===== src/rtl/uart_pkg.sv =====
// Shared UART package: bit-rate defaults and state encodings used by both the
// transmit and receive paths. The optional parity slot (UART_TX_PARITY_EN)
// keeps its encoding here so TX and RX agree even when it is compiled out.
package uart_pkg;

  localparam int CLOCK_FREQ = 60000000;
  localparam int BAUD_RATE  = 9600;
  localparam int BIT_PERIOD = CLOCK_FREQ / BAUD_RATE;

  typedef enum logic [2:0] {
    IDLE       = 3'd0,
    START_BIT  = 3'd1,
    DATA_BITS  = 3'd2,
    PARITY_BIT = 3'd3,
    STOP_BIT   = 3'd4
  } uart_state_e;

endpackage


===== src/rtl/uart_tx_if.sv =====
// Byte handshake between a producer (master) and the UART transmitter (slave).
interface uart_tx_if;
  logic [7:0] tx_byte;
  logic       tx_valid;
  logic       tx_ready;

  modport master (output tx_byte, output tx_valid, input tx_ready);
  modport slave  (input tx_byte, input tx_valid, output tx_ready);
endinterface


===== src/rtl/uart_bit_timer.sv =====
// Bit-period timer shared by the UART transmitter and receiver. Counts
// 0..BIT_PERIOD-1 and raises tick on the last cycle of each bit; clear holds
// the count at zero so the first bit after an idle gap is full length.
module uart_bit_timer
  import uart_pkg::*;
#(
  parameter int PERIOD = uart_pkg::BIT_PERIOD
) (
  input  logic clk,
  input  logic reset,
  input  logic clear,
  output logic tick
);

  localparam logic [15:0] LAST = 16'(PERIOD - 1);

  logic [15:0] count_reg;

  assign tick = (count_reg == LAST);

  // Period counter: wraps at each bit boundary, held at zero while cleared.
  always_ff @(posedge clk or posedge reset) begin
    if (reset) begin
      count_reg <= '0;
    end else if (clear || tick) begin
      count_reg <= '0;
    end else begin
      count_reg <= count_reg + 16'd1;
    end
  end

endmodule


===== src/rtl/uart_tx.sv =====
// UART transmitter: ready/valid byte input, 8N1 serial output, LSB first.
// Define UART_TX_PARITY_EN to insert an even-parity bit after data bit 7.
// The line output is registered so tx never glitches.
module uart_tx
  import uart_pkg::*;
#(
  parameter int CLOCK_FREQ = uart_pkg::CLOCK_FREQ,
  parameter int BAUD_RATE  = uart_pkg::BAUD_RATE,
  parameter int BIT_PERIOD = CLOCK_FREQ / BAUD_RATE
) (
  input  logic       clk,
  input  logic       reset,
  uart_tx_if.slave   bus,
  output logic       tx,
  output logic       busy,
  output logic       done
);

  uart_state_e state_reg, state_next;
  logic [2:0]  bit_cnt_reg, bit_cnt_next;
  logic [7:0]  shift_reg, shift_next;
  logic        tx_reg, tx_next;
  logic        done_reg, done_next;
  logic        timer_clear;
  logic        tick;
  logic        accept;
`ifdef UART_TX_PARITY_EN
  logic        parity_reg, parity_next;
`endif

  uart_bit_timer #(.PERIOD(BIT_PERIOD)) u_timer (
    .clk   (clk),
    .reset (reset),
    .clear (timer_clear),
    .tick  (tick)
  );

  assign bus.tx_ready = (state_reg == IDLE);
  assign accept       = bus.tx_valid && (state_reg == IDLE);
  assign busy         = (state_reg != IDLE);
  assign tx           = tx_reg;
  assign done         = done_reg;

  // State, counters, shift register and registered line output.
  always_ff @(posedge clk or posedge reset) begin
    if (reset) begin
      state_reg   <= IDLE;
      bit_cnt_reg <= '0;
      shift_reg   <= '0;
      tx_reg      <= 1'b1;
      done_reg    <= 1'b0;
`ifdef UART_TX_PARITY_EN
      parity_reg  <= 1'b0;
`endif
    end else begin
      state_reg   <= state_next;
      bit_cnt_reg <= bit_cnt_next;
      shift_reg   <= shift_next;
      tx_reg      <= tx_next;
      done_reg    <= done_next;
`ifdef UART_TX_PARITY_EN
      parity_reg  <= parity_next;
`endif
    end
  end

  // Next-state logic; tx_next is the line level for the state being entered.
  always_comb begin
    state_next   = state_reg;
    bit_cnt_next = bit_cnt_reg;
    shift_next   = shift_reg;
    tx_next      = tx_reg;
    done_next    = 1'b0;
    timer_clear  = 1'b0;
`ifdef UART_TX_PARITY_EN
    parity_next  = parity_reg;
`endif
    case (state_reg)
      IDLE: begin
        timer_clear = 1'b1;
        tx_next     = 1'b1;
        if (accept) begin
          state_next   = START_BIT;
          shift_next   = bus.tx_byte;
          bit_cnt_next = 3'd0;
          tx_next      = 1'b0;
`ifdef UART_TX_PARITY_EN
          parity_next  = ^bus.tx_byte;
`endif
        end
      end
      START_BIT: begin
        if (tick) begin
          state_next = DATA_BITS;
          tx_next    = shift_reg[0];
        end
      end
      DATA_BITS: begin
        if (tick) begin
          shift_next = {1'b0, shift_reg[7:1]};
          if (bit_cnt_reg == 3'd7) begin
            bit_cnt_next = 3'd0;
`ifdef UART_TX_PARITY_EN
            state_next   = PARITY_BIT;
            tx_next      = parity_reg;
`else
            state_next   = STOP_BIT;
            tx_next      = 1'b1;
`endif
          end else begin
            bit_cnt_next = bit_cnt_reg + 3'd1;
            tx_next      = shift_reg[1];
          end
        end
      end
`ifdef UART_TX_PARITY_EN
      PARITY_BIT: begin
        if (tick) begin
          state_next = STOP_BIT;
          tx_next    = 1'b1;
        end
      end
`endif
      STOP_BIT: begin
        if (tick) begin
          state_next = IDLE;
          tx_next    = 1'b1;
          done_next  = 1'b1;
        end
      end
      default: begin
        state_next = IDLE;
        tx_next    = 1'b1;
      end
    endcase
  end

endmodule


===== src/flat_wrapper.sv =====
// flat-port wrapper written by rule: the top's interface ports become plain ports
module uart_tx_flat import uart_pkg::*;
#(
  parameter int CLOCK_FREQ = uart_pkg::CLOCK_FREQ,
  parameter int BAUD_RATE  = uart_pkg::BAUD_RATE,
  parameter int BIT_PERIOD = CLOCK_FREQ / BAUD_RATE
)
  (clk, reset, tx, busy, done, bus_tx_byte, bus_tx_valid, bus_tx_ready);
  uart_tx_if bus_i ();
  input  logic clk;
  input  logic reset;
  output logic tx;
  output logic busy;
  output logic done;
  input wire logic [$bits(bus_i.tx_byte)-1:0] bus_tx_byte;
  input wire logic [$bits(bus_i.tx_valid)-1:0] bus_tx_valid;
  output wire logic [$bits(bus_i.tx_ready)-1:0] bus_tx_ready;
  assign bus_i.tx_byte = bus_tx_byte;
  assign bus_i.tx_valid = bus_tx_valid;
  assign bus_tx_ready = bus_i.tx_ready;
  uart_tx #(.CLOCK_FREQ(CLOCK_FREQ), .BAUD_RATE(BAUD_RATE), .BIT_PERIOD(BIT_PERIOD)) u_core (.clk(clk), .reset(reset), .bus(bus_i), .tx(tx), .busy(busy), .done(done));
endmodule

===== config.mk =====
export PLATFORM = sky130hd
export DESIGN_NAME = uart_tx_flat
export DESIGN_NICKNAME = d
export VERILOG_FILES = /design/src/rtl/uart_pkg.sv /design/src/rtl/uart_tx_if.sv /design/src/rtl/uart_bit_timer.sv /design/src/rtl/uart_tx.sv /design/src/flat_wrapper.sv
export SDC_FILE = /design/constraint.sdc
export NUM_CORES = 1
export LEC_CHECK = 0
export CORE_MARGIN = 2
export CORE_UTILIZATION = 46
export DETAILED_ROUTE_END_ITERATION = 10
export GPL_ROUTABILITY_DRIVEN = 0
export PLACE_DENSITY = 0.72
export SLEW_MARGIN = 20
export SYNTH_ARGS = -nofsm -noshare
export SYNTH_HDL_FRONTEND = slang
export SYNTH_SLANG_ARGS = --single-unit

===== constraint.sdc =====
create_clock -name clk -period 1.9 [get_ports clk]
set_clock_uncertainty 0.05 [all_clocks]
set_input_delay 0.38 -clock clk [delete_from_list [all_inputs] [get_ports clk]]
set_output_delay 0.38 -clock clk [all_outputs]
set_load 0.02 [all_outputs]

==> results.md, run 1 <==
- Ys Warns: 0
- Initial Util: 47.15%
- Fraction of layout cells with a size suffix above 1: 26.15%
- First-pass DRT Iterations: 4
- Flops & latches, synth: 32
- Site Rows: 22
- Vias per cell: 5.584
- PwrDens: 574.7 nW/um^2
- CP Max Fanout: 6
- Most common cell after layout, fill and taps aside: dfrtp_1
- Peak VDD IR: 0.5047 mV
- Later-pin clock latency in the skew report: 0.29 ns
- Diode count: 0
- CTS Root Buffer Type: clkbuf_8
- Run status: finished clean
- Post-synth top area cell: dfrtp_1
- Via Count: 1,357
- Multi-input logic area: 865.8 sq um
- Post-synth EDFFs: 0
- Tot GR Track Use: 18.65%
- Netlist cell types: 48
- Wire length per cell: 14.54 um
- Clock power frac: 41.7%
- CORE AREA: 3606 sq um
- Sequential area share after synthesis: 47.17%
- Vias in the first global route: 1,348
- Final setup violation count: 0
- Nets: 209
- Layout overhead on the synthesized area: 25.68%
- Max reg flops: 16
- Leak: 0.9121 nW
- CTS tree: done
- Die width: 64.80 um
- Sink Count: 32
- Sequential power share: 55.5%
- ANT nets after route: 0
- Synth top area cells: dfrtp_1, nor2_1, o221a_1
- Post-route setup slack: 0.02659 ns
- Crit Path Category: reg -> reg
- Final wirelength: 3.533 mm
- Comb pwr share: 2.8%
- Min Hold Slack: 0.4224 ns
- Req. time, crit path: 2.03 ns
- Antenna violations before repair: 0
- Final Hold Vio Count: 0
- Post-Synthesis Cells: 162
- Pre-CTS WS: 0.006265 ns
- Synth top area share: 45.62%
- Post-DP HPWL: 2.498 mm
- Flop2flop setup slack: 0.03 ns
- Area of the die: 4199 sq um
- Worst Setup Start Kind: register
- Sequential Area: 802.0 sq um
- Tmin final: 1.873 ns
- Sw Ratio: 22.24%
- Port Buffers: 14
- Crit path from: u_core.u_timer.count_reg[13]
- Synth Flop Type: dfrtp_1
- DRC: 0
- Reg2Reg Launch Point: u_core.u_timer.count_reg[13]
- Reg2Reg Capture Point: u_core.shift_reg[6]
- Worst r2r path cells: 5
- CP Data Arrival Time: 2.00 ns
- Die span in y: 64.80 um
- Post-synthesis async set-or-reset flop share: 100.0%
- Hold Crit Class: in -> async
- Tcrit/Tclk final: 98.60%
- Max-cap violation count: 0
- Initial detailed-routing violation count: 74
- Internal power: 0.9550 mW
- Remaining global-route overflow: 0
- Syn nets: 177
- Synth Cell Area: 1700 sq um
- Slew Limit Fails: 0
- TritonCTS buffer count: 5
- Largest net degree at the start of global routing: 33
- Switching power: 0.2732 mW
- Worst slew pin tran: 0.3966 ns
- Clock tree buffer depth: 2
- Most frequent cells in the layout: dfrtp_1, nor2_1, buf_4
- Fillers: 319
- Clk slew on worst S/H paths: 0.07 ns
- Avg Synthesized Cell Area: 10.50 sq um
- Slew margin rel.: 73.50%
- Crit. End Element: register
- Peak Freq: 533.8 MHz
- Io pins: 15
- First-pass GRT wire length: 6.009 mm
- Hold Buf Count CTS: 0
- Htree depth: 2
- RSZ-0062 raised after global routing: yes
==> worst max-delay path, cell delays in order, from the launching register on <==
cell,delay (ns)
dfrtp_1,0.38
or4_4,0.55
nor4_4,0.24
nand3_2,0.14
buf_6,0.17
o221a_2,0.26
==> metrics by stage <==
step | total power [mW] | utilization, % | instances | setup TNS [ns] | instance area, sq um
detailed placement | 0.7300 | 55.00 | 232 | 0 | 1983
global route | 1.273 | 59.26 | 243 | -0.2895 | 2137
floorplan | 0.7041 | - | 162 | 0 | 1700
global placement | 0.7294 | 55.00 | 232 | 0 | 1983
finish | 1.228 | 59.26 | 243 | 0 | 2137
CTS | 1.246 | 57.43 | 240 | 0 | 2071
==> worst max path at each step <==
| stage | to | slack [ns] | depth (start not counted) |
|---|---|---|---|
| 2_1_floorplan | u_core.shift_reg[0] | 0.01 | 6 |
| 3_3_place_gp | bus_tx_ready | 0.03 | 3 |
| 3_5_place_dp | bus_tx_ready | 0.006 | 3 |
| 4_1_cts | u_core.shift_reg[3] | 0.004 | 6 |
| 5_1_grt | u_core.shift_reg[4] | -0.05 | 6 |
| 6_report | u_core.shift_reg[6] | 0.03 | 5 |
==> area by class of cell <==
cell class / instances / area share [%]
inverter: 7 / 1.230
clock buffer: 5 / 3.220
clock inverter: 3 / 0.8782
timing repair buffer: 32 / 13.82
tap: 48 / 2.810
multi-input combinational: 116 / 40.52
sequential: 32 / 37.53
==> kinds of logic after synthesis <==
logic type	Yosys count	synth area share [%]
AOI/OAI and AO/OA	23	11.92
xor gates and xnor gates	11	5.666
adders and majority gates	4	2.943
buffers and inverters	14	4.046
DFF	32	47.17
muxes	2	1.177
and+or+nand+nor	76	27.08
==> synth_stat cells, drive strengths merged, types with 5 or more instances <==
master and n:
or2 7, inv 7, o221a 7, buf 5
xnor2 7, nor2 18, nand2b 5, a21oi 5
nand3 5, nand4 6, dfrtp 31, nand2 9
==> layer usage <==
metal  routed length [um]  vias up  track usage, %
met4                   75        0           7.979
met1                 1462      657           21.55
met5                    0        -               0
li1                     -      651               -
met2                 1815       41           32.60
met3                  180        8           4.688
==> power by group through the flow <==
| stage | logic (mW) | registers [mW] | clock network (mW) |
|---|---|---|---|
| after detailed placement | 0.0360 | 0.694 | 0 |
| after global placement | 0.0354 | 0.694 | 0 |
| after global routing | 0.0389 | 0.681 | 0.554 |
| after CTS | 0.0363 | 0.681 | 0.528 |
| final | 0.0347 | 0.681 | 0.512 |
| after floorplan | 0.0101 | 0.694 | 0 |
==> timing repair <==
| item | CTS | global route |
|---|---|---|
| setup endpoints to repair | 2 | 29 |
| setup buffers | 0 | 2 |
| cloned | 0 | 1 |
| gates resized for setup | 4 | 9 |
| pin swaps | 0 | 4 |
No activity file was read; power rests on OpenSTA's default activity.
==> run 2, diff against run 1 <==
--- a/config.mk
+++ b/config.mk
@@ -5,6 +5,7 @@
 export SDC_FILE = /design/constraint.sdc
 export NUM_CORES = 1
 export LEC_CHECK = 0
+export ABC_AREA = 1
 export CORE_MARGIN = 2
 export CORE_UTILIZATION = 46
 export DETAILED_ROUTE_END_ITERATION = 10
==> results.md, run 2 <==
- Post-synth top area cell: dfrtp_1
- Later-pin clock latency in the skew report: 0.29 ns
- Leak: 1.013 nW
- Synth Flop Type: dfrtp_1
- Clk slew on worst S/H paths: 0.07 ns
- Htree depth: 2
- Most common cell after layout, fill and taps aside: nand2_1
- Synth Cell Area: 1722 sq um
- Hold Crit Class: in -> async
- Post-synth EDFFs: 0
- Die width: 65.18 um
- Vias in the first global route: 1,344
- Fillers: 365
- Final core occ: 55.96%
- Site Rows: 22
- Tcrit/Tclk final: 96.23%
- Remaining global-route overflow: 0
- Avg Synthesized Cell Area: 7.551 sq um
- Tot GR Track Use: 17.52%
- Final Hold Vio Count: 0
- Post-synthesis async set-or-reset flop share: 100.0%
- Netlist cell types: 26
- Run status: finished clean
- Flop2flop setup slack: 0.32 ns
- Post-route setup slack: 0.07169 ns
- CORE AREA: 3633 sq um
- Tmin final: 1.828 ns
- Slew margin rel.: 73.09%
- Worst Setup Start Kind: register
- Slew Limit Fails: 0
- Crit path cell chain: clkdlybuf4s50_1
- TritonCTS buffer count: 5
- ANT nets after route: 0
- Min Hold Slack: 0.4241 ns
- Wire length per cell: 10.71 um
- Most frequent cells in the layout: nand2_1, nor2_1, dfrtp_1
- CP Data Arrival Time: 1.40 ns
- Setup TNS: 0 ns
- DRC: 0
- Final setup violation count: 0
- Post-DP HPWL: 2.368 mm
- Most frequent cell after synthesis: nand2_1
- Final wirelength: 3.203 mm
- Max-cap violation count: 0
- Flops & latches, synth: 32
- PwrDens: 1181 nW/um^2
- Sequential area share after synthesis: 46.58%
- Inst Count DP: 291
- Port Buffers: 14
- Worst path max stage delay: 0.59 ns
- Synth top area share: 45.06%
- Pre-CTS WS: 0.1613 ns
- Crit. End Element: output pin
- First-pass GRT wire length: 5.754 mm
- Req. time, crit path: 1.47 ns
- Synth top cells by count: nand2_1, dfrtp_1, nor2_1
- CP Max Fanout: 2
- Worst r2r path cells: 8
- First-pass DRT Iterations: 4
- Via Count: 1,424
- Final Non-Filler Cells: 299
- Worst slew pin tran: 0.4037 ns
- Reg2Reg Capture Point: u_core.u_timer.count_reg[6]
- Multi-input logic area: 768.2 sq um
- Largest net degree at the start of global routing: 33
- Diode count: 0
- Peak VDD IR: 0.5147 mV
- Antenna violations before repair: 0
- Nets: 265
- Area of the die: 4248 sq um
- Sink Count: 32
- Syn nets: 243
- Synth top area cells: dfrtp_1, nand2_1, nor2_1
- Max reg flops: 16
- Sequential Area: 802.0 sq um
- Initial detailed-routing violation count: 112
- Clock tree buffer depth: 2
- Crit Path Category: reg -> out
- Post-Synthesis Cells: 228
- Critical-path top delay cell: clkdlybuf4s50_1
- Die span in y: 65.18 um
- CP bufs+invs: 1
- Fraction of layout cells with a size suffix above 1: 11.16%
- Initial Util: 47.38%
- Vias per cell: 4.763
- Io pins: 15
- RSZ-0062 raised after global routing: no
- Reg2Reg Launch Point: u_core.u_timer.count_reg[1]
- CTS Root Buffer Type: clkbuf_8
- Critical path's top delay family: buffers and inverters
- Ys Warns: 0
- Layout overhead on the synthesized area: 18.10%
- CTS tree: done
- Peak Freq: 547.0 MHz
==> run 2: changes by cell type after synthesis, moves of 7 or more <==
| cell | previous run | this run |
|---|---|---|
| inv_1 | 6 | 29 |
| nand2_1 | 9 | 65 |
| nand3_1 | 5 | 12 |
| nor2_1 | 18 | 31 |
| o21ai_0 | 2 | 9 |
==> run 2: timing repair <==
item / in CTS / in global routing
hold buffers: 0 / 0
hold endpoints to repair: 0 / 0
endpoints found under the setup margin: 2 / 0
resized for setup: 2 / 0
setup buffers: 0 / 0
==> run 2: cell families (layout without fill, tap and decap cells) <==
| kind of cell | after synthesis | count (layout) | synth area share (%) |
|---|---|---|---|
| xor+xnor | 4 | 4 | 2.035 |
| buf+inv | 37 | 60 | 8.793 |
| compound gates | 19 | 19 | 5.596 |
| flops | 32 | 32 | 46.58 |
| simple gates | 132 | 132 | 34.09 |
| fa+ha+maj | 4 | 4 | 2.907 |
==> run 2: layer usage <==
metal / GRT usage, % / vias up / wire [um]
li1: - / 752 / -
met1: 23.25 / 643 / 1499
met4: 7.031 / 0 / 51
met3: 4.281 / 6 / 111
met5: 0 / - / 0
met2: 27.55 / 23 / 1539
==> run 2: area by class of cell <==
cell class	instances	area share (%)
well taps	48	2.954
repair buffers	18	8.246
clock buffers	6	3.569
inverters	34	6.277
multi-input cells	159	37.78
clock inverters	2	1.723
flip-flops and latches	32	39.45
==> run 2: stage by stage <==
stage          area (sq um)  power, mW
2_1_floorplan          1722      1.547
3_3_place_gp           1928      1.778
3_5_place_dp           1928      1.804
4_1_cts                2033      2.432
5_1_grt                2033      2.594
6_report               2033      2.401
==> run 2: how the worst max path moves through the flow <==
stage	startpoint	endpoint	slack (ns)	cells past startpoint
floorplan	u_core.state_reg[2]	u_core.shift_reg[1]	0.38	7
global placement	u_core.state_reg[2]	bus_tx_ready	0.18	2
detailed placement	u_core.state_reg[1]	bus_tx_ready	0.16	2
CTS	u_core.tx	tx	0.06	1
global route	u_core.tx	tx	0.03	1
finish	u_core.tx	tx	0.07	1
==> run 2: power by group <==
group | switching, mW | leakage, nW | internal [mW]
logic | 0.507 | 0.534 | 0.309
clock network | 0.248 | 0.0552 | 0.389
registers | 0.107 | 0.424 | 0.842
==> run 3, diff against run 2 <==
--- a/config.mk
+++ b/config.mk
@@ -7,10 +7,11 @@
 export LEC_CHECK = 0
 export ABC_AREA = 1
 export CORE_MARGIN = 2
-export CORE_UTILIZATION = 46
+export CORE_UTILIZATION = 25
+export CTS_BUF_LIST = sky130_fd_sc_hd__clkbuf_4 sky130_fd_sc_hd__clkbuf_8 sky130_fd_sc_hd__clkbuf_16
 export DETAILED_ROUTE_END_ITERATION = 10
 export GPL_ROUTABILITY_DRIVEN = 0
-export PLACE_DENSITY = 0.72
+export PLACE_DENSITY = 0.47
 export SLEW_MARGIN = 20
 export SYNTH_ARGS = -nofsm -noshare
 export SYNTH_HDL_FRONTEND = slang
==> results.md, run 3 (synthesis gave the netlist of run 2 again) <==
- Run status: finished clean
- Fillers: 727
- Remaining global-route overflow: 0
- Critical-path top delay cell: clkdlybuf4s50_1
- CTS tree: done
- First-pass DRT Iterations: 4
- Post-Route M1 WL: 1.674 mm
- Initial Util: 25.62%
- Layout overhead on the synthesized area: 20.28%
- Via Count: 1,436
- Met3 WL: 86 um
- Multi-input logic area: 768.2 sq um
- Clock tree buffer depth: 2
- Area of the die: 7566 sq um
- Slew Limit Fails: 0
- Final Hold Vio Count: 0
- Post-DP HPWL: 2.588 mm
- Sw Ratio: 37.45%
- Post-route setup slack: 0.05403 ns
- Slew margin rel.: 80.35%
- Die span in y: 86.99 um
- Port Buffers: 14
- Comb pwr share: 35.6%
- Inst Count DP: 323
- Sequential Area: 802.0 sq um
- Final Non-Filler Cells: 331
- CP Max Fanout: 2
- Final setup violation count: 0
- Critical path's top delay family: buffers and inverters
- Switching power: 0.8631 mW
- Nets: 265
- Peak VDD IR: 0.4136 mV
- Leak: 1.014 nW
- Top layer in use: met4
- CP Data Arrival Time: 1.42 ns
- Most frequent cells in the layout: nand2_1, nor2_1, dfrtp_1
- Final wirelength: 3.393 mm
- Crit Path Category: reg -> out
- Worst slew pin tran: 0.2944 ns
- Worst path max stage delay: 0.60 ns
- Diode count: 0
- First-pass GRT wire length: 6.382 mm
- RSZ-0062 raised after global routing: no
- Hold Crit Class: in -> async
- Io pins: 15
- Antenna violations before repair: 0
- Htree depth: 2
- Die width: 86.99 um
- Most common cell after layout, fill and taps aside: nand2_1
- Setup TNS: 0 ns
- Tmin final: 1.846 ns
- Max reg flops: 16
- Sequential power share: 41.0%
- Wire length per cell: 10.25 um
- Later-pin clock latency in the skew report: 0.28 ns
- Max-cap violation count: 0
- Min Hold Slack: 0.3786 ns
- Sink Count: 32
- Tcrit/Tclk final: 97.16%
- Clk slew on worst S/H paths: 0.07 ns
- CORE AREA: 6719 sq um
- Crit. End Element: output pin
- ANT nets after route: 0
- Peak Freq: 541.7 MHz
- Site Rows: 30
- Initial detailed-routing violation count: 114
- Req. time, crit path: 1.47 ns
- Vias per cell: 4.338
- Fraction of layout cells with a size suffix above 1: 11.55%
- Vias in the first global route: 1,412
- DRC: 0
- Setup Buffers After CTS: 0
- Flop2flop setup slack: 0.35 ns
- Met2 WL post-DR: 1.560 mm
- PwrDens: 1113 nW/um^2
- Clock power frac: 23.4%
- Internal power: 1.441 mW
- CP bufs+invs: 1
- Crit path cell chain: clkdlybuf4s50_1
- Tot GR Track Use: 10.74%
- Largest net degree at the start of global routing: 33
- TritonCTS buffer count: 5
- CTS Root Buffer Type: clkbuf_8
- Worst Setup Start Kind: register
- Pre-CTS WS: 0.1721 ns
==> run 3: changes by cell type in the layout (fill, tap and decap cells not counted) <==
cell | previous run | this run
clkbuf_8 | 5 | 6
clkinv_2 | 1 | 2
bufinv_16 | 1 | 0
clkbuf_1 | 1 | 0
buf_4 | 4 | 3
buf_12 | 0 | 1
==> run 3: power by group through the flow <==
stage / clock network, mW / registers (mW) / logic, mW
after CTS: 0.565 / 0.949 / 0.838
after global placement: 0 / 0.956 / 0.857
final: 0.539 / 0.944 / 0.821
after detailed placement: 0 / 0.963 / 0.853
after floorplan: 0 / 0.949 / 0.597
after global routing: 0.592 / 0.972 / 0.968
==> run 3: cell type report <==
class	instances	area share [%]
repair buffers	18	8.701
inverters	34	6.163
multi-input cells	159	37.10
well taps	80	4.834
clock inverters	2	0.4834
flip-flops and latches	32	38.73
clock buffers	6	3.988
==> run 3: path summary, 6_finish.rpt <==
| kind | from | depth (start not counted) | endpoint |
|---|---|---|---|
| worst max-delay path | u_core.tx | 1 | tx |
| worst min-delay path | reset | 3 | u_core.u_timer.count_reg[14] |
| worst max register to register | u_core.u_timer.count_reg[1] | 8 | u_core.u_timer.count_reg[2] |
| worst min register to register | u_core.shift_reg[0] | 2 | u_core.shift_reg[0] |
| max in group asynchronous | reset | 3 | u_core.tx |
| min in group clk | u_core.shift_reg[0] | 2 | u_core.shift_reg[0] |
==> run 3: per-layer routing <==
metal,vias to the layer above,GRT usage (%)
met4,0,5.256
met5,-,0
met2,24,16.38
met1,655,14.35
li1,751,-
met3,6,2.370
==> run 3: through the flow <==
| stage | power, mW | util, % | area [sq um] |
|---|---|---|---|
| 6_report | 2.304 | 30.82 | 2071 |
| 5_1_grt | 2.533 | 30.82 | 2071 |
| 4_1_cts | 2.352 | 30.82 | 2071 |
| 3_5_place_dp | 1.815 | 29.48 | 1981 |
| 3_3_place_gp | 1.813 | 29.48 | 1981 |
| 2_1_floorplan | 1.547 | - | 1722 |
==> run 3: repair_timing <==
item | 4_1_cts | 5_1_grt
hold buffers | 0 | 0
setup endpoints to repair | 2 | 0
resized for setup | 2 | 0
endpoints found under the hold margin | 0 | 0
==> run 3: tightest hold or removal path, delay by kind of cell <==
kind	cells	cell delay, ns
buffers and inverters	3	0.69
